<file path="config.mk">
export PLATFORM = sky130hd
export DESIGN_NAME = apu_frame_sequencer
export DESIGN_NICKNAME = d
export VERILOG_FILES = /design/src/rtl/apu_pkg.sv /design/src/rtl/fs_event_capture.sv /design/src/rtl/apu_frame_sequencer.sv
export SDC_FILE = /design/constraint.sdc
export NUM_CORES = 1
export LEC_CHECK = 0
export ABC_AREA = 1
export BUFFER_PORTS_ARGS = -buffer_cell sky130_fd_sc_hd__buf_4
export CORE_AREA = 3 3 40 42
export CTS_CLUSTER_SIZE = 14
export DETAILED_ROUTE_END_ITERATION = 6
export DIE_AREA = 0 0 43 45
export PLACE_DENSITY = 0.59
export SETUP_SLACK_MARGIN = 0.4
export SLEW_MARGIN = 20
export SYNTH_ARGS = -nofsm -noshare
export SYNTH_HDL_FRONTEND = slang
export SYNTH_SLANG_ARGS = --single-unit
</file>
<file path="constraint.sdc">
create_clock -name clk -period 1.5 [get_ports clk]
set_input_delay 0.375 -clock clk [delete_from_list [all_inputs] [get_ports clk]]
set_output_delay 0.375 -clock clk [all_outputs]
set_load 0.02 [all_outputs]
</file>
<file path="src/rtl/apu_pkg.sv">
// apu_pkg: shared frame-sequencer constants and types
package apu_pkg;
  localparam int FS_STEPS = 8;
  localparam logic [7:0] LEN_STEP_MASK = 8'b01010101;
  localparam logic [7:0] SWEEP_STEP_MASK = 8'b01000100;
  localparam logic [7:0] ENV_STEP_MASK = 8'b10000000;
  typedef logic [2:0] fs_step_t;
endpackage

</file>
<file path="src/rtl/fs_event_capture.sv">
// fs_event_capture: DIV falling-edge detect with mode masking, power-on skip and pending latch
module fs_event_capture #(
  parameter int SEL_BIT_NORMAL = 4,
  parameter int SEL_BIT_DOUBLE = 5
) (
  input  logic       clk,
  input  logic       reset_n,
  input  logic       slow_clk_en,
  input  logic [7:0] div,
  input  logic       double_speed,
  input  logic       apu_power,
  output logic       execute
);
  logic [2:0] idx;
  logic sel, prev_sel, ds_q, power_q, pending, skip, fall, power_rise, ev;
  always_comb begin
    idx = double_speed ? 3'(SEL_BIT_DOUBLE) : 3'(SEL_BIT_NORMAL);
    sel = div[idx];
    fall = prev_sel & ~sel & (ds_q == double_speed);
    power_rise = apu_power & ~power_q;
    // a same-cycle edge at power-on is ignored; skip decides the next one
    ev = apu_power & ~power_rise & fall & ~skip;
    execute = apu_power & slow_clk_en & (pending | ev);
  end
  always_ff @(posedge clk or negedge reset_n)
    if (!reset_n) begin
      prev_sel <= 1'b0;
      ds_q <= 1'b0;
      power_q <= 1'b0;
      pending <= 1'b0;
      skip <= 1'b0;
    end else begin
      prev_sel <= sel;
      ds_q <= double_speed;
      power_q <= apu_power;
      if (!apu_power) begin
        pending <= 1'b0;
        skip <= 1'b0;
      end else if (power_rise) begin
        pending <= 1'b0;
        skip <= sel;
      end else begin
        pending <= (pending | ev) & ~slow_clk_en;
        if (fall && skip) skip <= 1'b0;
      end
    end
endmodule

</file>
<file path="src/rtl/apu_frame_sequencer.sv">
// apu_frame_sequencer: 512 Hz step counter issuing length/sweep/envelope clock enables
module apu_frame_sequencer
  import apu_pkg::*;
#(
  parameter int SEL_BIT_NORMAL = 4,
  parameter int SEL_BIT_DOUBLE = 5
) (
  input  logic       clk,
  input  logic       reset_n,
  input  logic       slow_clk_en,
  input  logic [7:0] div,
  input  logic       double_speed,
  input  logic       apu_power,
  output logic [2:0] step,
  output logic       len_tick,
  output logic       sweep_tick,
  output logic       env_tick,
  output logic       len_next_no_tick
);
  logic execute;
  fs_event_capture #(
    .SEL_BIT_NORMAL(SEL_BIT_NORMAL),
    .SEL_BIT_DOUBLE(SEL_BIT_DOUBLE)
  ) u_cap (
    .clk(clk),
    .reset_n(reset_n),
    .slow_clk_en(slow_clk_en),
    .div(div),
    .double_speed(double_speed),
    .apu_power(apu_power),
    .execute(execute)
  );
  always_comb begin
    len_tick = execute & LEN_STEP_MASK[step];
    sweep_tick = execute & SWEEP_STEP_MASK[step];
    env_tick = execute & ENV_STEP_MASK[step];
    len_next_no_tick = step[0];
  end
  always_ff @(posedge clk or negedge reset_n)
    if (!reset_n) step <= '0;
    else if (!apu_power) step <= '0;
    else if (execute) step <= (step == fs_step_t'(FS_STEPS - 1)) ? '0 : step + 3'd1;
endmodule
</file>
# Word level (Yosys, flattened, before mapping)
# Memories as Yosys holds them, arrays and structs flattened.
# Cells that the tools add are included.
[totals]
elab_cells = 49
rom_bits = 24
input_bits = 13
output_inout_bits = 7
regBits = 8
latch_bits = 0
mem_bits_rw = 0
mem_count = 3
[mem_list]
columns = ["name", "depth", "width", "read_ports", "rd_ports_with_merged_regs", "write_ports", "line", "source"]
rows = [
  ["(name not given)", 8, 1, 1, 0, 0, "apu_frame_sequencer.sv:36", "env_tick = execute & ENV_STEP_MASK[step];"],
  ["(name not given)", 8, 1, 1, 0, 0, "apu_frame_sequencer.sv:35", "sweep_tick = execute & SWEEP_STEP_MASK[step];"],
  ["(name not given)", 8, 1, 1, 0, 0, "apu_frame_sequencer.sv:34", "len_tick = execute & LEN_STEP_MASK[step];"],
]
[op_classes]
n_mul = 0
div = 0
n_mux = 14
bitwise = 18
n_reduce_logical = 1
add_sub_neg = 1
n_eq_ne = 4
shift = 0
magnitude_cmp = 2
[ops]
columns = ["cell", "count"]
rows = [
  ["1-bit bitwise AND", 12],
  ["1-bit two-way mux", 10],
  ["3-bit two-way mux", 3],
  ["3-bit by 4-bit less-than comparator with 1-bit output, second input constant", 2],
  ["1-bit NOT", 5],
  ["3-bit by 1-bit adder with 3-bit output, second input constant", 1],
  ["1-bit binary-select mux with 3-bit select", 1],
  ["3-bit equality test, second input constant", 1],
  ["3-bit by 1-bit != test with 1-bit output, second input constant", 1],
  ["2-bit by 1-bit != test with 1-bit output, second input constant", 1],
  ["1-bit equality test", 1],
  ["1-bit logical AND", 1],
  ["1-bit OR", 1],
]

# Longest topological paths before layout
# Gate-level depths: netlist of run 1.
[logic_depth]
word_depth = 12
depth_mapped = 9
mapped_depth_nobuf = 9

# Modules after synthesis
# From an unflattened synthesis of run 1, not the netlist that was laid out.
[hier_totals]
cells_unflattened = 53
area_unflattened_um2 = 427.9
[by_module_without_submodules]
columns = ["mod", "area_each_um2", "cells_per_inst", "n_inst"]
rows = [
  ["fs_event_capture", 227.7, 27, 1],
  ["apu_frame_sequencer", 200.2, 26, 1],
]

# Worst setup path after synthesis of run 1
# Ideal clock, no wire load.
[synth_timing]
path_type = "register to output"
from = "reg step[0]"
to = "out env_tick"
arrival_time_ns = 1.157
stages_incl_launch_ff = 5
path_buffers = 0
slack_ns = -0.032
t_required_ns = 1.125
cell_sequence = "dfrtp_1 -> ha_1 -> ha_1 -> inv_1 -> nor2_1"
[synth_between]
elab_chain_len = 3
[synth_rtl]
columns = ["item", "line", "source"]
rows = [
  ["from (decl)", "apu_frame_sequencer.sv:14", "output logic [2:0] step,"],
  ["from (signal assigned)", "apu_frame_sequencer.sv:42", "else if (execute) step <= (step == fs_step_t'(FS_STEPS - 1)) ? '0 : step + 3'd1;"],
  ["memory 8 x 1 bit", "--", ""],
  ["1-bit two-way mux (implied by the code)", "apu_frame_sequencer.sv:36", ""],
  ["1-bit bitwise AND", "apu_frame_sequencer.sv:36", ""],
  ["to (decl)", "apu_frame_sequencer.sv:17", "output logic env_tick,"],
]
# Every way passes these cells. The select of a mux whose other input is x is not followed.

# Worst setup path in the final report of run 1
[layout_timing]
from = "reg u_cap.ds_q"
to = "out len_tick"
[layout_between]
elab_chain_len = 7
[layout_rtl]
columns = ["item", "line", "source"]
rows = [
  ["from (decl)", "fs_event_capture.sv:15", "logic sel, prev_sel, ds_q, power_q, pending, skip, fall, power_rise, ev;"],
  ["from (signal assigned)", "fs_event_capture.sv:34", "ds_q <= double_speed;"],
  ["1-bit equality test", "fs_event_capture.sv:19", "fall = prev_sel & ~sel & (ds_q == double_speed);"],
  ["1-bit bitwise AND", "fs_event_capture.sv:19", ""],
  ["1-bit bitwise AND (2 in a row)", "fs_event_capture.sv:22", "ev = apu_power & ~power_rise & fall & ~skip;"],
  ["1-bit OR", "fs_event_capture.sv:23", "execute = apu_power & slow_clk_en & (pending | ev);"],
  ["1-bit bitwise AND", "fs_event_capture.sv:23", ""],
  ["1-bit bitwise AND", "apu_frame_sequencer.sv:34", ""],
  ["to (decl)", "apu_frame_sequencer.sv:15", "output logic len_tick,"],
]
# Every way passes these cells.

==> metrics list, run 1 <==
- Largest net degree at the start of global routing: 9
- Cell type with the largest total area after synthesis: sky130_fd_sc_hd__dfrtp_1
- Number of placed instances with taps included: 83
- Fin nets: 93
- The multi-input combinational cells in the finished layout cover a total of 255.2 µm².
- Part of the power in the clock network: 38.4%
- Sequential power share: 47.8%
- Across the run, the number of max-cap violations was 0.
* Insertion delay of the later-clocked pin in the worst-skew pair: 0.26 ns
* Reported net switching power: 118.7 µW
- After technology mapping, the gate count stands at between 50 and 60.
- The first global-routing pass estimated about 1700 µm of wire.
- Counting cells, the worst reg-to-reg path comes to 12.
* RSZ-0062 raised after global routing: yes
* Die outline height: 45 µm
- Slew Limit Fails: 0
* Worst-path cell chain: inv_1 -> nand2_1 -> nand2_2 -> nor2_4 -> nand2_2 -> nand2_4 -> nand2_8 -> nor2_4 -> buf_6
- Remaining number of nets flagged by the antenna check after routing: 0
- The path class of the tightest hold or removal check is input pin to register.
- Area growth from synthesis to layout: 65.73%
- For this run, the register share of the synthesized area comes to around 45%.
- On the final layout, the worst clock skew is 0.002676 ns.
- The number of global-route vias before repair is roughly 400.
- Cell area after placement: 624.3 µm²
* Drt first-iter violations: 2
- The core region is 1285 µm².
- Yosys attributes the largest share of cell area to sky130_fd_sc_hd__dfrtp_1, sky130_fd_sc_hd__ha_1, sky130_fd_sc_hd__nand2_1.
- Counting flops and latches in the post-synthesis netlist gives 8.
* Routability congestion estimate: about 0.72
- Summing internal, switching and leakage power gives 474.7 µW.
* Deepest clock path buffer count: 2
- Overall die area: 1935 µm²
- The smallest clock period supported by the final layout is computed as roughly 1.7 ns.
- Number of warnings printed during yosys synthesis: 0
* Violated checks: negative setup slack
- Number of antenna violations at the first check in global routing: 0
* GR Util All Layers: 12.20%
* Switching part of the total power: 25.01%
* Number of iterations in the first detailed-routing pass: 3
* Worst Max-Slew Pin Slew: 0.2788 ns
- Crit. End Element: primary output
* Part of the total power dissipated in combinational logic: 13.8%
* Critical Path Source Type: register
- GRT overflow: 0
- TritonCTS clock tree: yes
* Starting density of the core: 34.66%
- Data arrival time of the worst path: 1.30 ns
- Number of hold-slack violations in the final timing report: 0
* Drc violations: 0
- Vias per cell: 4.330
- Clock buffers created by TritonCTS: 3
- Wirelength, routed: between 900 and 1000 µm
- Buffers on Ports: 13
- The sequential cells in the finished layout cover a total of 202.7 µm².
* Root buffer selected by CTS: sky130_fd_sc_hd__clkbuf_4
- The routed layout has 394 vias.
- Data on the critical path is required at its endpoint by 1.12 ns.
* Setup-violating endpoint count in the final report: 3
* Filler-free cell count of the finished design: between 90 and 100
- From left edge to right edge, the die measures 43 µm.
- For this design, the sink count on the clock tree is 8.
- VDD sags by at most approximately 0.55 mV.
- Final std cell area, no fill: 738.2 µm²
- Outcome: finished with violations
- Among all stages on the critical path, the largest delay is contributed by sky130_fd_sc_hd__dfrtp_1.
* DP HPWL: 695.5 µm
- Setup slack on the critical path of the routed design comes to -0.1799 ns.
- Post-Route Utilization: around 57%
* Mapped Nets: between 60 and 70
- After detailed routing, the average wire length per cell comes to 10.56 µm.
- The synthesized netlist occupies a cell area of around 450 µm².
- Fraction of final layout cells with drive strength greater than 1: 52.63%
* Deepest level of the CTS H-tree: 1
* Highest clock frequency the design can meet: around 0.60 GHz
* Int Power: 355.9 µW
* Delay of the slowest cell on the worst path: 0.35 ns
- The netlist uses 16 different library cells.
- The initialized floorplan defines 13 standard-cell rows.
- Power per unit of standard cell area: 643.0 nW/µm²
- Worst setup slack after placement: -0.1177 ns
* Fillers: about 110
- In this run the count of I/O pins placed on the die edge is 20.
- Counting both buffers and inverters, the worst setup path holds a total of 2.
- Standby leakage power: 0.0003636 µW
- The repair_antennas step left the layout with diodes totalling 0.
- Worst Path Class, Setup: register to primary output
- Synth top area share: 44.94%
* Cell depth of the worst hold path: 1
- Total number of cells along the worst setup path: 9
* Largest fanout on the critical path: 4
- A synthesized cell averages 8.566 µm².
- After clock tree synthesis, the clock-pin slew on the worst setup and hold paths is 0.06 ns.
- Family of cells with the greatest summed delay on the critical path: simple AND/OR/NAND/NOR gates
* Slew margin rel.: 81.39%
- Portion of the clock cycle consumed by the worst path in the final layout: 112.0%
-- Yosys cell counts, drive strengths merged --
library cell,n
nand4,1
nand3b,1
ha,3
and2,1
nand3,5
inv,9
nor2,6
dfrtp,8
nand2,16
o22ai,1
buf,1
-- cells by family after synthesis --
family / after synthesis / synth area share [%]
buffers and inverters: 10 / 9.270
AND/OR/NAND/NOR: 30 / 35.96
adder cells (fa/ha/maj): 3 / 8.428
flip-flops: 8 / 44.94
AO/OA/AOI/OAI: 1 / 1.405
-- sequential cells by signal, summed over array words and instances, names as in the netlist --
name,count
u_cap.skip,1
u_cap.pending,1
u_cap.ds_q,1
step,3
u_cap.prev_sel,1
u_cap.power_q,1
-- final timing paths --
path / from / to / slack, ns
max: u_cap.ds_q / len_tick / -0.18
min: double_speed / u_cap.ds_q / 0.25
max reg2reg: u_cap.ds_q / step[1] / 0.08
min reg2reg: u_cap.power_q / u_cap.skip / 0.45
max in group asynchronous: reset_n / step[1] / 0.88
min in group asynchronous: reset_n / step[0] / 0.48
-- routing by layer --
layer | track usage [%] | share of wire [%]
met1 | 14.14 | 37
met2 | 20.96 | 59
met3 | 5.976 | 4.1
met5 | 0 | 0
met4 | 1.807 | 0
-- per-stage QoR --
stage / hold slack [ns] / setup TNS, ns
after global routing: 0.2514 / -0.8760
after CTS: 0.2514 / -0.5693
after floorplan: 0.07941 / 0
final: 0.2535 / -0.5354
after global placement: 0.2023 / -0.3528
after detailed placement: 0.2021 / -0.3493
-- power groups by stage --
| stage | logic (µW) | registers, µW | clock network (µW) |
|---|---|---|---|
| after floorplan | 26.0 | 231 | 0 |
| final | 65.6 | 227 | 182 |
| after detailed placement | 56.4 | 231 | 0 |
| after CTS | 64.5 | 227 | 189 |
| after global placement | 56.1 | 231 | 0 |
| after global routing | 73.8 | 228 | 200 |
-- what timing repair did --
| action | in CTS | in global routing |
|---|---|---|
| hold buffers | 1 | 0 |
| pin swaps | 2 | 1 |
| setup buffers | 1 | 2 |
| hold endpoints to repair | 8 | 0 |
| endpoints found under the setup margin | 11 | 11 |
| gates resized for setup | 11 | 2 |
-- cells in the final DEF, fill, tap and decap left out --
master and count:
sky130_fd_sc_hd__nor2_1 2, sky130_fd_sc_hd__clkbuf_1 1, sky130_fd_sc_hd__and2_1 1, sky130_fd_sc_hd__nand3b_1 1, sky130_fd_sc_hd__nand2_8 1, sky130_fd_sc_hd__nand3_1 4, sky130_fd_sc_hd__dfrtp_2 2, sky130_fd_sc_hd__buf_6 11
sky130_fd_sc_hd__buf_4 9, sky130_fd_sc_hd__ha_2 1, sky130_fd_sc_hd__o22ai_1 1, sky130_fd_sc_hd__nand4_1 1, sky130_fd_sc_hd__ha_4 1, sky130_fd_sc_hd__dlygate4sd3_1 1, sky130_fd_sc_hd__nor2_4 4, sky130_fd_sc_hd__nand2_1 10
sky130_fd_sc_hd__inv_2 2, sky130_fd_sc_hd__nand2_2 4, sky130_fd_sc_hd__inv_1 7, sky130_fd_sc_hd__dfrtp_1 6, sky130_fd_sc_hd__clkbuf_4 3, sky130_fd_sc_hd__ha_1 1, sky130_fd_sc_hd__nand2_4 1, sky130_fd_sc_hd__nand3_2 1
-- area by class of cell --
type / instances / share of cell area [%]
Tap cell: 15 / 2.542
Timing Repair Buffer: 21 / 27.29
Clock buffer: 4 / 3.559
Sequential cell: 8 / 27.46
Inverter: 9 / 4.576
Multi-Input combinational cell: 34 / 34.58
Power figures use the tool's default switching activity.
==> run 2, diff against run 1 <==
Settings changed: SETUP_SLACK_MARGIN 0.4 to 0.02.
==> run 2 against run 1 <==
  * The run still ends with negative setup slack left
  * Clock-buffer cell count shrank 1
  * Register-to-register slack better by 0.26 ns
  * Clock power is 6% lower
  * Sequential share of layout area increased by 3.7 points
  * Critical path depth unchanged
==> metrics list, run 2 (synthesized netlist as in run 1, its figures left out) <==
* Outcome: finished with violations
* Violated checks: negative setup slack
- The max-slew violation total from the final report came to 0.
- Data on the critical path is required at its endpoint by 1.12 ns.
- IR analysis of the VDD net gives a maximum drop of approximately 0.42 mV.
- Worst-path cell chain: inv_1 -> nand2_1 -> nand2_2 -> nor2_4 -> nand2_2 -> nand2_4 -> nand2_4 -> nor2_1 -> buf_4
- The number of global-route vias before repair came to 360.
- Hold/Removal Path Class: input pin to register
* Flip-flop count of the largest register, all copies and words added: 3
- Most common library cell in the layout ignoring fill and taps: sky130_fd_sc_hd__buf_4
- Fraction of final layout cells with drive strength greater than 1: about 45%
- Die outline height: 45 µm
- The endpoint identified for the worst register-to-register timing path is step[2].
- Counting instances, the worst hold path has a depth of 1.
- Drc violations: 0
- Remaining number of nets flagged by the antenna check after routing: 0
- Number of placed instances with taps included: 84
* Final period demand of the worst path: approximately 1.7 ns
- Tracing the worst setup path back leads to its startpoint at u_cap.ds_q.
- Buffers on Ports: 13
- Number of iterations in the first detailed-routing pass: 4
- Detailed routing inserted a total of 383 vias.
- The largest single stage delay on the critical path is 0.35 ns.
* Crit. End Element: primary output
- Wirelength, routed: 909 µm
* Smallest setup slack after layout: -0.1546 ns
- Wire length of the first global-routing pass: 1442 µm
* Number of antenna violations at the first check in global routing: 0
* Drt first-iter violations: 6
- Across every metal layer, demand over resource in global routing totals 10.23%.
- In this run the power density over the cells is around 710 nW/µm².
* Worst Max-Slew Pin Slew: 0.1949 ns
- DP HPWL: just over 700 µm
- For this configuration, the core starts out at a cell density of 34.66%.
- Reg-to-reg setup timing slack: 0.34 ns
* Detail-routed net length per standard cell: 10.33 µm
- Horizontal die dimension: roughly 43 µm
* Clock buffers created by TritonCTS: 3
* Final clock skew: 0.005749 ns
- Overall die area: 1935 µm²
- The tree is rooted in a sky130_fd_sc_hd__clkbuf_4.
- The startpoint identified for the worst register-to-register timing path is u_cap.ds_q.
* Routability congestion estimate: 0.8217
- Beginning of the worst hold path: double_speed
* Family of cells with the greatest summed delay on the critical path: simple AND/OR/NAND/NOR gates
- In this run the post-CTS setup repair buffer count came out at 0.
* End point of the most critical hold path: u_cap.ds_q
- The finished layout holds 88 standard cells, fillers aside.
* GRT overflow: 0
- The worst setup path is launched from a register.
- The analysis attributes to cell leakage a power of 0.0003661 µW.
* Number of sinks driven by the clock tree: 8
- Largest fanout on the critical path: 4
* Portion of the clock cycle consumed by the worst path in the final layout: 110.3%
* RSZ-0062 raised after global routing: yes
* TritonCTS clock tree: yes
- The slowest stage of the critical path belongs to the cell sky130_fd_sc_hd__dfrtp_1.
- Setup violations remaining at the end of the flow were counted as 3.
- Entering global routing, the biggest net connects 9 pins.
* Commonest cells after routing, fill and taps aside: sky130_fd_sc_hd__buf_4, sky130_fd_sc_hd__nand2_1, sky130_fd_sc_hd__dfrtp_1
* Slew margin rel.: between 80% and 90%
- Compared with the post-synthesis result, the final layout area differs by 44.10%.
* Worst Path Class, Setup: register to primary output
- STA puts the critical path data arrival time at 1.28 ns.
- R2r worst-path depth: 10
* Number of hold-slack violations in the final timing report: 0
- After clock tree synthesis, the clock-pin slew on the worst setup and hold paths is 0.06 ns.
- For the worst-skew pair, the clock arrives at the later sink with an insertion delay of 0.25 ns.
* Vias per cell: about 4.4
- In this run the core area contains 13 standard-cell rows.
- Deepest clock path buffer count: 2
- Measured on the finished design, the core utilization comes to 49.95%.
- Diodes inserted: 0
* Buffers and inverters on the worst path: 2
- Fin nets: 91
- Deepest level of the CTS H-tree: 1
* Register with the highest flop count: step
- Max-cap violations in this run came to 0.
- During I/O placement, the number of pins put on the boundary was 20.
- In this run the standard cell core region covers 1285 µm².
- Based on the critical path, the design can be clocked at up to 0.6044 GHz.
-- run 2: cell count changes in the layout (fill, tap and decap cells not counted), sizes merged --
| cell | before | now |
|---|---|---|
| buf | 20 | 18 |
| clkbuf | 4 | 3 |
-- run 2: how the worst max path moves through the flow --
stage | depth (start not counted) | slack, ns | endpoint
after detailed placement | 9 | -0.10 | len_tick
after CTS | 9 | -0.17 | len_tick
after global routing | 9 | -0.25 | env_tick
final | 9 | -0.15 | len_tick
after floorplan | 7 | 0.001 | len_tick
after global placement | 9 | -0.1 | sweep_tick
-- run 2: report_power, final --
group / leakage, µW / switching, µW / internal [µW]
sequential: 0.000105 / 3.70 / 223
combinational: 0.000248 / 32.0 / 27.5
clock: 0.0000138 / 78.8 / 92.0
-- run 2: per-stage QoR --
stage                     TNS (ns)  worst slack, ns  instance area (µm²)  power [µW]  hold slack [ns]
after floorplan                  0         0.001102                447.9       256.3          0.07941
after global placement     -0.2818         -0.09929                594.3       285.3           0.1991
after detailed placement   -0.3056          -0.1043                594.3       286.9           0.2050
after CTS                  -0.4976          -0.1679                631.9       463.1           0.2614
after global routing       -0.7264          -0.2492                641.9       476.2           0.2663
final                      -0.4487          -0.1546                641.9       456.8           0.2645
-- run 2: worst register-to-register path, stage by stage (launching register included) --
cell	delay, ns
sky130_fd_sc_hd__dfrtp_1	0.35
sky130_fd_sc_hd__inv_1	0.04
sky130_fd_sc_hd__nand2_1	0.06
sky130_fd_sc_hd__nand2_2	0.06
sky130_fd_sc_hd__nor2_4	0.09
sky130_fd_sc_hd__nand2_2	0.07
sky130_fd_sc_hd__nand2_4	0.07
sky130_fd_sc_hd__nand2_4	0.06
sky130_fd_sc_hd__buf_4	0.15
sky130_fd_sc_hd__nand3_1	0.06
sky130_fd_sc_hd__nand2_1	0.05
-- run 2: cell type report --
class | count | area (µm²)
fill | 131 | 643.1
clock buffer | 3 | 22.52
sequential | 8 | 200.2
inverter | 9 | 33.78
timing repair buffer | 19 | 152.6
multi-input combinational | 34 | 214.0
tap | 15 | 18.77
-- run 2: what timing repair did --
| action | in CTS | in global routing |
|---|---|---|
| pin swaps | 1 | 0 |
| hold buffers | 1 | 0 |
| gates resized for setup | 2 | 3 |
| endpoints found under the hold margin | 8 | 0 |
| endpoints found under the setup margin | 3 | 3 |
-- run 2: routing by layer --
metal	wire length [µm]	GRT usage [%]	part of all wire [%]
met5	0	0	0
met4	6	5.422	0.66
met3	33	2.789	3.6
met2	460	15.87	51
met1	408	13.05	45
